**src/rtl/led_code_gen.sv**
```systemverilog
// Status-code LED sequencer: blinks the pending code N times per repetition,
// separated by a dark gap, and stretches data-activity strobes while idle.
module led_code_gen #(
  parameter int FREQ      = 100000000,
  parameter int TICK_HZ   = 10,
  parameter int GAP_TICKS = 10,
  parameter int ACT_TICKS = 2
) (
  input  logic       clk,
  input  logic       rst,
  input  logic [3:0] code_in,
  input  logic       code_valid,
  input  logic       act_pulse,
  output logic       en,
  output logic       busy,
  output logic [3:0] cur_code
);

  localparam int PERIOD = FREQ / TICK_HZ;
  localparam int PW     = (PERIOD > 1) ? $clog2(PERIOD) : 1;
  localparam int GW     = $clog2(GAP_TICKS + 1);
  localparam int AW     = $clog2(ACT_TICKS + 1);

  typedef enum logic [1:0] {
    IDLE = 2'd0,
    ON   = 2'd1,
    OFF  = 2'd2,
    GAP  = 2'd3
  } state_t;

  state_t        state, state_d;
  logic [PW-1:0] presc;
  logic          tick;
  logic [3:0]    pending;
  logic [3:0]    pulse_cnt, pulse_d;
  logic [GW-1:0] gap_cnt, gap_d;
  logic [AW-1:0] act_cnt, act_d;
  logic [3:0]    cur_d;
  logic          act_ok;
  logic          en_d, busy_d;

  assign tick = (presc == PW'(PERIOD - 1));

  always_ff @(posedge clk or posedge rst) begin
    if (rst) begin
      presc <= '0;
    end else if (tick) begin
      presc <= '0;
    end else begin
      presc <= presc + PW'(1);
    end
  end

  // Pending is a mailbox: a write mid-sequence only takes effect at the next IDLE.
  always_ff @(posedge clk or posedge rst) begin
    if (rst) begin
      pending <= 4'd0;
    end else if (code_valid) begin
      pending <= code_in;
    end
  end

  // A simultaneous non-zero code write outranks an activity strobe.
  assign act_ok = (state == IDLE) && (pending == 4'd0) &&
                  !(code_valid && (code_in != 4'd0));

  always_comb begin
    state_d = state;
    pulse_d = pulse_cnt;
    gap_d   = gap_cnt;
    act_d   = act_cnt;
    cur_d   = cur_code;
    case (state)
      IDLE: begin
        if (act_ok && act_pulse) begin
          act_d = AW'(ACT_TICKS);
        end else if (tick && (act_cnt != '0)) begin
          act_d = act_cnt - AW'(1);
        end
        if (tick && (pending != 4'd0)) begin
          state_d = ON;
          cur_d   = pending;
          pulse_d = pending;
          act_d   = '0;
        end
      end
      ON: begin
        if (tick) begin
          pulse_d = pulse_cnt - 4'd1;
          state_d = OFF;
        end
      end
      OFF: begin
        if (tick) begin
          if (pulse_cnt != 4'd0) begin
            state_d = ON;
          end else begin
            gap_d   = GW'(GAP_TICKS);
            state_d = GAP;
          end
        end
      end
      GAP: begin
        if (tick) begin
          if (gap_cnt <= GW'(1)) begin
            gap_d   = '0;
            cur_d   = 4'd0;
            state_d = IDLE;
          end else begin
            gap_d = gap_cnt - GW'(1);
          end
        end
      end
      default: state_d = IDLE;
    endcase
    // Outputs are derived from next-state values so they register in step with the FSM.
    en_d   = (state_d == ON) || ((state_d == IDLE) && (act_d != '0));
    busy_d = (state_d != IDLE);
  end

  always_ff @(posedge clk or posedge rst) begin
    if (rst) begin
      state     <= IDLE;
      pulse_cnt <= 4'd0;
      gap_cnt   <= '0;
      act_cnt   <= '0;
      cur_code  <= 4'd0;
      en        <= 1'b0;
      busy      <= 1'b0;
    end else begin
      state     <= state_d;
      pulse_cnt <= pulse_d;
      gap_cnt   <= gap_d;
      act_cnt   <= act_d;
      cur_code  <= cur_d;
      en        <= en_d;
      busy      <= busy_d;
    end
  end

endmodule

```
**config.mk**
```make
export PLATFORM = sky130hd
export DESIGN_NAME = led_code_gen
export DESIGN_NICKNAME = d
export VERILOG_FILES = /design/src/rtl/led_code_gen.sv
export SDC_FILE = /design/constraint.sdc
export NUM_CORES = 1
export LEC_CHECK = 0
export ABC_CLOCK_PERIOD_IN_PS = 2800
export BUFFER_PORTS_ARGS = -buffer_cell sky130_fd_sc_hd__buf_2
export CAP_MARGIN = 20
export CORE_MARGIN = 8
export CORE_UTILIZATION = 60
export DETAILED_ROUTE_END_ITERATION = 7
export GPL_ROUTABILITY_DRIVEN = 1
export HOLD_SLACK_MARGIN = 0.02
export PLACE_DENSITY = 0.79
export SETUP_SLACK_MARGIN = 0.15
export SLEW_MARGIN = 10
export SYNTH_ARGS = -nofsm -noshare
export SYNTH_HDL_FRONTEND = slang
export SYNTH_SLANG_ARGS = --single-unit
```
**constraint.sdc**
```tcl
create_clock -name clk -period 2.8 [get_ports clk]
set_input_delay 0.56 -clock clk [delete_from_list [all_inputs] [get_ports clk]]
set_output_delay 0.56 -clock clk [all_outputs]
set_load 0.03 [all_outputs]
```
## Word-level counts from Yosys, hierarchy flattened

Index checks and enable logic that the tools add are counted.

| storage, ports and cells | value |
|---|---|
| register bits after elaboration | 46 |
| output and inout port bits | 6 |
| word-level logic and storage cells | 72 |

| cells by class | value |
|---|---|
| $add $sub $neg | 4 |
| order comparisons | 1 |
| eq/ne operators | 11 |
| muxes and demuxes | 23 |
| reduce and logical (&&, ||, !) cells | 24 |

Operators by type and width:

| kind | count |
|---|---|
| two-way mux 4 bit | 8 |
| adder 24 x 1 -> 24 bit (second input constant) | 1 |
| == test 24 bit (second input constant) | 1 |
| two-way mux 24 bit | 1 |
| one-hot mux 4 bit (2 select lines) | 3 |
| two-way mux 2 bit | 10 |
| nonzero test 2 bit | 6 |
| nonzero test 4 bit | 3 |
| != test 2 bit (second input constant) | 5 |
| one-hot mux 2 bit (4 select lines) | 1 |
| AND reduction 4 bit | 2 |
| subtractor 4 x 1 -> 4 bit (second input constant) | 2 |
| logical AND 1 bit | 7 |
| == test 2 x 1 -> 1 bit (second input constant) | 2 |
| == test 2 bit (second input constant) | 2 |
| <= comparator 4 x 1 -> 1 bit (second input constant) | 1 |
| zero test 2 bit | 2 |
| zero test 4 bit | 1 |
| AND reduction 3 bit | 1 |
| != test 2 x 1 -> 1 bit (second input constant) | 1 |
| subtractor 2 x 1 -> 2 bit (second input constant) | 1 |
| zero test 1 bit | 1 |
| logical OR 1 bit | 1 |

## Longest topological paths before layout

Gate-level depths: netlist of run 1.

| depth | value |
|---|---|
| depth in word-level cells | 11 |
| depth in mapped cells | 7 |

## Least setup slack after synthesis of run 1

Ideal clock, no wire load.

| path | value |
|---|---|
| path kind | reg2reg |
| from | register presc[0] |
| to | register busy |
| library setup time | 0.131 ns |
| arrival | 1.917 ns |
| required time | 2.669 ns |
| path slack | 0.751 ns |
| cell stages (with the launch flop) | 7 |
| buffers on the path | 0 |
| cells stage by stage | dfrtp_1 ha_1 nand3_4 or4_4 nor2_1 a21oi_1 or3_1 |

| between the ends | value |
|---|---|
| longest elaborated chain between the ends | 5 |

Ends and longest elaborated chain:

| item | line | RTL |
|---|---|---|
| from (decl) | 32 | `logic [PW-1:0] presc;` |
| from (signal assigned) | 50 | `presc <= presc + PW'(1);` |
| == test 24 bit * | 42 | `assign tick = (presc == PW'(PERIOD - 1));` |
| logical AND 1 bit | 80 | `if (tick && (pending != 4'd0)) begin` |
| two-way mux 2 bit | 80 |  |
| one-hot mux 2 bit (4 select lines) * | 73 | `case (state)` |
| nonzero test 2 bit * | 118 | `busy_d = (state_d != IDLE);` |
| via busy_d | 40 | `logic en_d, busy_d;` |
| to (signal assigned) | 137 | `busy <= busy_d;` |
| to (decl) | 15 | `output logic busy,` |

Mark *: on every way through the listed nets, which the timed path passes. The rest lies on a longest branch.
A chain may end at the register's enable or synchronous reset.

## Worst setup path in the final report of run 1

Same ends and word-level chain as after synthesis.

==> results.sh, run 1 <==
export IMPL_outcome="complete, no violations"
export IMPL_grt_pass1_vias=1835
export IMPL_via_per_inst=5.76
export IMPL_ys_ff_latch=46
export IMPL_synth_cell_types=46
export IMPL_cp_arrival_ps=2400
export IMPL_maxSlewViolCount=0
export IMPL_path_class="flip-flop to flip-flop"
export IMPL_antenna_found_initial=0
export IMPL_routedWlPerCell_um=15.0
export IMPL_grt_pass1_wl_um=8470
export IMPL_grt_max_degree=47
export IMPL_io_buffers=13
export IMPL_num_antenna_cells=0
export IMPL_core_area_sq_um=3940
export IMPL_ctsHtreeMaxLevel=2
export IMPL_hpwl_um=3420
export IMPL_clk_latency_ps=290
export IMPL_hold_violations=0
export IMPL_holdBufCountCts=0
export IMPL_start_kind="flip-flop"
export IMPL_areaGrowthSynthToFinish_pct=9.44
export IMPL_synth_warnings=0
export IMPL_drc=0
export IMPL_final_min_clock_period_ps=2220
export IMPL_postCtsResizedCells=0
export IMPL_skew_ps=6.75
export IMPL_ant_nets=0
export IMPL_power_total_mw=1.23
export IMPL_cp_end_kind="flip-flop"
export IMPL_max_freq_mhz=450
export IMPL_die_h_um=79.4
export IMPL_clk_pin_slew_ps=80
export IMPL_cts_sinks=46
export IMPL_design_portCount=14
export IMPL_cts_made_buffers=5
export IMPL_drive_gt1_share_pct=13.1
export IMPL_gp_congestion=0.828
export IMPL_cts_root_buf="clkbuf_8"
export IMPL_critPathRequiredTime_ps=2980
export IMPL_cts_tree="built"
export IMPL_yosysSeqAreaShare_pct=47.7
export IMPL_track_usage_pct=16.6
export IMPL_seqCellArea_sq_um=1150
export IMPL_p_per_area_nw_per_um2=464
export IMPL_synth_avg_cell_area_sq_um=9.57
export IMPL_overflow=0
export IMPL_clockBufferDepth=2
export IMPL_wl_um=4770
export IMPL_hp_class="primary input to async pin"
export IMPL_cts_setup_buffers=0
export IMPL_synth_edf_count=0
export IMPL_setup_violations_final=0
export IMPL_syn_nets=266
export IMPL_vdd_drop_max_uv=298
export IMPL_timing_final_ws_setup_ps=576
export IMPL_tightest_slew_ps=926
export IMPL_num_rows=23
export IMPL_fin_crit_sh_pct=79.4
export IMPL_finalSetupTns_ps=0
export IMPL_n_fill_cell=321
export IMPL_synthArstFlopShare_pct=100
export IMPL_p_leak_nw=1.22
export IMPL_synth_cells=252
export IMPL_rsz0062_at_grt="no"
export IMPL_postLayoutCoreUtil_pct=67.0
export IMPL_drt_pass1_iterations=4
export IMPL_vias=1831
export IMPL_start_util_pct=61.2
export IMPL_syn_area_sq_um=2410
export IMPL_multiInputGateArea_sq_um=1160
export IMPL_nets=281
export IMPL_critPathMaxFanout=7
export IMPL_drtIter0Drc=140
export IMPL_slew_headroom_pct=38.2
export IMPL_cap_violations=0
export IMPL_ys_dominant_reg_cell="dfrtp_1"
export IMPL_die_w_um=79.4
export IMPL_dieArea_sq_um=6310
export IMPL_place_worst_setup_slack_ps=585
## stage by stage
stage	hold slack (ps)	cells	instance area, sq um
6_report	469	318	2640
5_1_grt	509	318	2640
4_1_cts	489	318	2640
3_5_place_dp	477	310	2530
3_3_place_gp	464	310	2530
2_1_floorplan	455	252	2410
## state kept, by name, summed over array words and instances, names as in the netlist
register and count:
presc 24, cur_code 4, gap_cnt 4, pending 4, pulse_cnt 4, act_cnt 2, state 2, busy 1
en 1
## where the power goes
| group | leakage (nW) | internal [mW] | switching, mW |
|---|---|---|---|
| logic | 0.558 | 0.0260 | 0.0397 |
| clock network | 0.0579 | 0.263 | 0.212 |
| registers | 0.607 | 0.674 | 0.0102 |
## cells by family (layout without fill, tap and decap cells)
family | after synthesis | after routing | share of synthesized area, %
AO/OA/AOI/OAI | 40 | 40 | 10.7
XOR/XNOR | 21 | 21 | 7.62
flip-flops | 46 | 46 | 47.7
buffers and inverters | 26 | 42 | 4.10
adder cells (fa/ha/maj) | 6 | 6 | 3.11
AND/OR/NAND/NOR | 105 | 105 | 23.2
multiplexers | 8 | 8 | 3.53
## cells in the final DEF, fill, tap and decap left out, drive strengths merged, types with 2 or more instances in the layout
cell type / netlist / layout
nand4: 9 / 9
mux2i: 4 / 4
nor2: 26 / 26
clkbuf: 6 / 5
a41oi: 2 / 2
dfrtp: 46 / 46
and3: 4 / 4
or2: 2 / 2
a211oi: 2 / 2
xor2: 10 / 10
o21ai: 13 / 13
nand2b: 2 / 2
mux2: 4 / 4
inv: 18 / 18
nand3: 10 / 10
o41ai: 2 / 2
nor3: 7 / 7
ha: 6 / 6
buf: 2 / 16
a21oi: 8 / 8
o31ai: 6 / 6
nand2: 22 / 22
or3: 5 / 5
clkinv: 0 / 2
xnor2: 11 / 11
nor3b: 3 / 3
nor4: 8 / 8
## Yosys cell counts (5+ instances only)
cell type	n	area share (%)
xnor2_1	11	4.0
nand4_1	9	2.3
ha_1	6	3.1
nor3_1	7	1.5
inv_1	18	2.8
o31ai_1	6	1.9
nor4_1	7	1.8
nor2_1	26	4.0
xor2_1	10	3.6
or3_1	5	1.3
nand2_1	22	3.4
a21oi_1	8	1.7
o21ai_0	12	2.5
clkbuf_1	6	0.93
dfrtp_1	46	48
nand3_1	8	1.7
## cell type report
cell class / count / share of cell area [%]
timing repair buffer: 16 / 3.32
tap: 50 / 2.37
clock buffer: 5 / 2.61
multi-input combinational: 180 / 44.0
sequential: 46 / 43.6
clock inverter: 3 / 1.52
inverter: 18 / 2.56
## worst max-delay path, cell delays in order, from the launching register on
cell,delay (ps)
dfrtp_1,390
ha_1,240
nand3_4,120
or4_4,590
nor2_1,160
buf_4,170
a21oi_1,60
or3_1,370
## path summary, 6_finish.rpt
kind	startpoint	end	slack, ps	cells after the start
worst max-delay path	presc[0]$_DFF_PP0_	busy$_DFF_PP0_	580	7
worst min-delay path	rst	presc[6]$_DFF_PP0_	470	2
worst max register to register	presc[0]$_DFF_PP0_	busy$_DFF_PP0_	580	7
worst min register to register	presc[0]$_DFF_PP0_	presc[0]$_DFF_PP0_	490	1
max in group asynchronous	rst	presc[15]$_DFF_PP0_	1750	2
min in group clk	presc[0]$_DFF_PP0_	presc[0]$_DFF_PP0_	490	1
## per-layer routing
| layer | vias up | track usage [%] | part of all wire [%] |
|---|---|---|---|
| met5 | - | 0 | 0 |
| met4 | 0 | 5.00 | 1.1 |
| met3 | 7 | 3.49 | 5.4 |
| met2 | 45 | 25.9 | 48 |
| met1 | 861 | 22.4 | 45 |
| li1 | 918 | - | - |
No activity file was read; power rests on OpenSTA's default activity.
==> inputs of run 2 (changes only) <==
Settings changed: ABC_CLOCK_PERIOD_IN_PS 2800 to 2100.
Clock period 2.8 ns to 2.1 ns, I/O delays scaled along.
==> run 2 against run 1 <==
Effect of this change:
- final area up 11%
- combinational power up 63%
- via count up 10%
- register-to-register slack worse by 560 ps
- sequential share of layout area down 4.3 points
- non-clock buffer count up 18
- hold slack worse by 290 ps
- power up 37%
- clock power up 39%
- first-iteration DRC count up 16%
- global-route usage up 2.1 points
- core utilization up 7.3 points
- highest routed layer unchanged
==> results.sh, run 2 (synthesis results as in run 1) <==
export IMPL_outcome="complete, no violations"
export IMPL_clockBufferDepth=2
export IMPL_vias=2022
export IMPL_p_per_area_nw_per_um2=575
export IMPL_nets=299
export IMPL_final_min_clock_period_ps=2080
export IMPL_cts_root_buf="clkbuf_8"
export IMPL_gp_congestion=0.893
export IMPL_r2r_start="presc[0]$_DFF_PP0_"
export IMPL_grt_pass1_vias=2000
export IMPL_drtIter0Drc=162
export IMPL_hpwl_um=3750
export IMPL_p_switching_mw=0.359
export IMPL_fin_crit_sh_pct=99.0
export IMPL_grt_pass1_wl_um=9160
export IMPL_cts_made_buffers=5
export IMPL_slew_headroom_pct=59.5
export IMPL_hold_ws_ps=184
export IMPL_layout_commonest_cell="dfrtp_1"
export IMPL_routedWlPerCell_um=16.4
export IMPL_postLayoutCoreUtil_pct=74.2
export IMPL_die_h_um=79.4
export IMPL_core_area_sq_um=3940
export IMPL_r2r_cells=6
export IMPL_design_portCount=14
export IMPL_cp_end_kind="flip-flop"
export IMPL_stdcell_count=335
export IMPL_top_register="presc"
export IMPL_critPathRequiredTime_ps=2320
export IMPL_path_class="flip-flop to flip-flop"
export IMPL_ctsHtreeMaxLevel=2
export IMPL_num_rows=23
export IMPL_place_worst_setup_slack_ps=55.3
export IMPL_p_int_mw=1.32
export IMPL_power_total_mw=1.68
export IMPL_switching_share_pct=21.3
export IMPL_cp_arrival_ps=2300
export IMPL_clk_pin_slew_ps=80
export IMPL_drive_gt1_share_pct=25.6
export IMPL_clkPwrFrac_pct=39.3
export IMPL_r2r_end="en$_DFF_PP0_"
export IMPL_clk_latency_ps=300
export IMPL_holdBufCountCts=0
export IMPL_p_leak_nw=1.33
export IMPL_antenna_found_initial=0
export IMPL_cts_sinks=46
export IMPL_cts_tree="built"
export IMPL_areaGrowthSynthToFinish_pct=21.3
export IMPL_max_freq_mhz=481
export IMPL_io_buffers=13
export IMPL_reg2reg_slack_ps=20
export IMPL_placed_area_sq_um=2640
export IMPL_track_usage_pct=18.7
export IMPL_dieArea_sq_um=6310
export IMPL_finalSetupTns_ps=0
export IMPL_cap_violations=0
export IMPL_rsz0062_at_grt="yes"
export IMPL_tightest_slew_ps=607
export IMPL_overflow=0
export IMPL_drc=0
export IMPL_skew_ps=5.05
export IMPL_final_cell_mix="46 x dfrtp_1, 25 x nor2_1, 21 x nand2_1, 21 x buf_4, 17 x inv_1"
export IMPL_n_fill_cell=269
export IMPL_maxSlewViolCount=0
export IMPL_num_antenna_cells=0
export IMPL_start_kind="flip-flop"
export IMPL_largest_register_ffs=24
export IMPL_grt_max_degree=30
export IMPL_critPathMaxFanout=5
export IMPL_power_frac_comb_pct=6.3
export IMPL_hold_violations=0
export IMPL_setup_violations_final=0
export IMPL_fin_area_sq_um=2930
export IMPL_die_w_um=79.4
export IMPL_timing_final_ws_setup_ps=20.7
export IMPL_via_per_inst=6.04
export IMPL_hp_class="primary input to async pin"
export IMPL_ant_nets=0
export IMPL_place_inst=323
export IMPL_seqPwrFrac_pct=54.3
export IMPL_drt_pass1_iterations=4
export IMPL_vdd_drop_max_uv=441
export IMPL_start_util_pct=61.2
export IMPL_wl_um=5500
## run 2: layer usage
metal  up-vias  GRT usage, %  share of wire (%)
met2        83          29.3                 48
met3        18          4.84                5.2
met1       965          23.4                 45
met4         0          9.07                2.3
met5         -             0                  0
li1        956             -                  -
## run 2: final cells by class
class / instances / area [sq um] / area share (%)
Tap cell: 50 / 62.6 / 2.14
Sequential cell: 46 / 1150 / 39.3
Timing Repair Buffer: 34 / 223 / 7.61
Inverter: 18 / 67.6 / 2.31
Multi-Input combinational cell: 180 / 1310 / 44.8
Clock buffer: 6 / 82.6 / 2.82
Clock inverter: 1 / 30.0 / 1.03
## run 2: repair_timing
action | CTS | global route
setup endpoints to repair | 9 | 15
cloned | 0 | 0
buffers inserted | 4 | 1
resized for setup | 14 | 10
pin swaps | 4 | 5
## run 2: worst max-delay path by stage
stage | cells past startpoint | startpoint | end
6_report | 6 | presc[0]$_DFF_PP0_ | en$_DFF_PP0_
3_3_place_gp | 7 | presc[0]$_DFF_PP0_ | en$_DFF_PP0_
3_5_place_dp | 7 | presc[1]$_DFF_PP0_ | en$_DFF_PP0_
2_1_floorplan | 6 | presc[0]$_DFF_PP0_ | en$_DFF_PP0_
5_1_grt | 6 | presc[0]$_DFF_PP0_ | en$_DFF_PP0_
4_1_cts | 6 | presc[0]$_DFF_PP0_ | en$_DFF_PP0_
## run 2: worst max-delay path: stages, from the launching register on
cell and delay (ps):
dfrtp_1 410, ha_4 170, nand3_4 60, or4_4 590, o41ai_2 350, o211ai_1 220, a41oi_2 200
## run 2: power by group through the flow
stage               clock, mW  combinational [mW]  sequential [mW]
floorplan                   0              0.0630            0.927
finish                  0.662               0.107            0.914
detailed placement          0              0.0957            0.931
global route            0.710               0.122            0.916
CTS                     0.681               0.103            0.913
global placement            0              0.0916            0.930
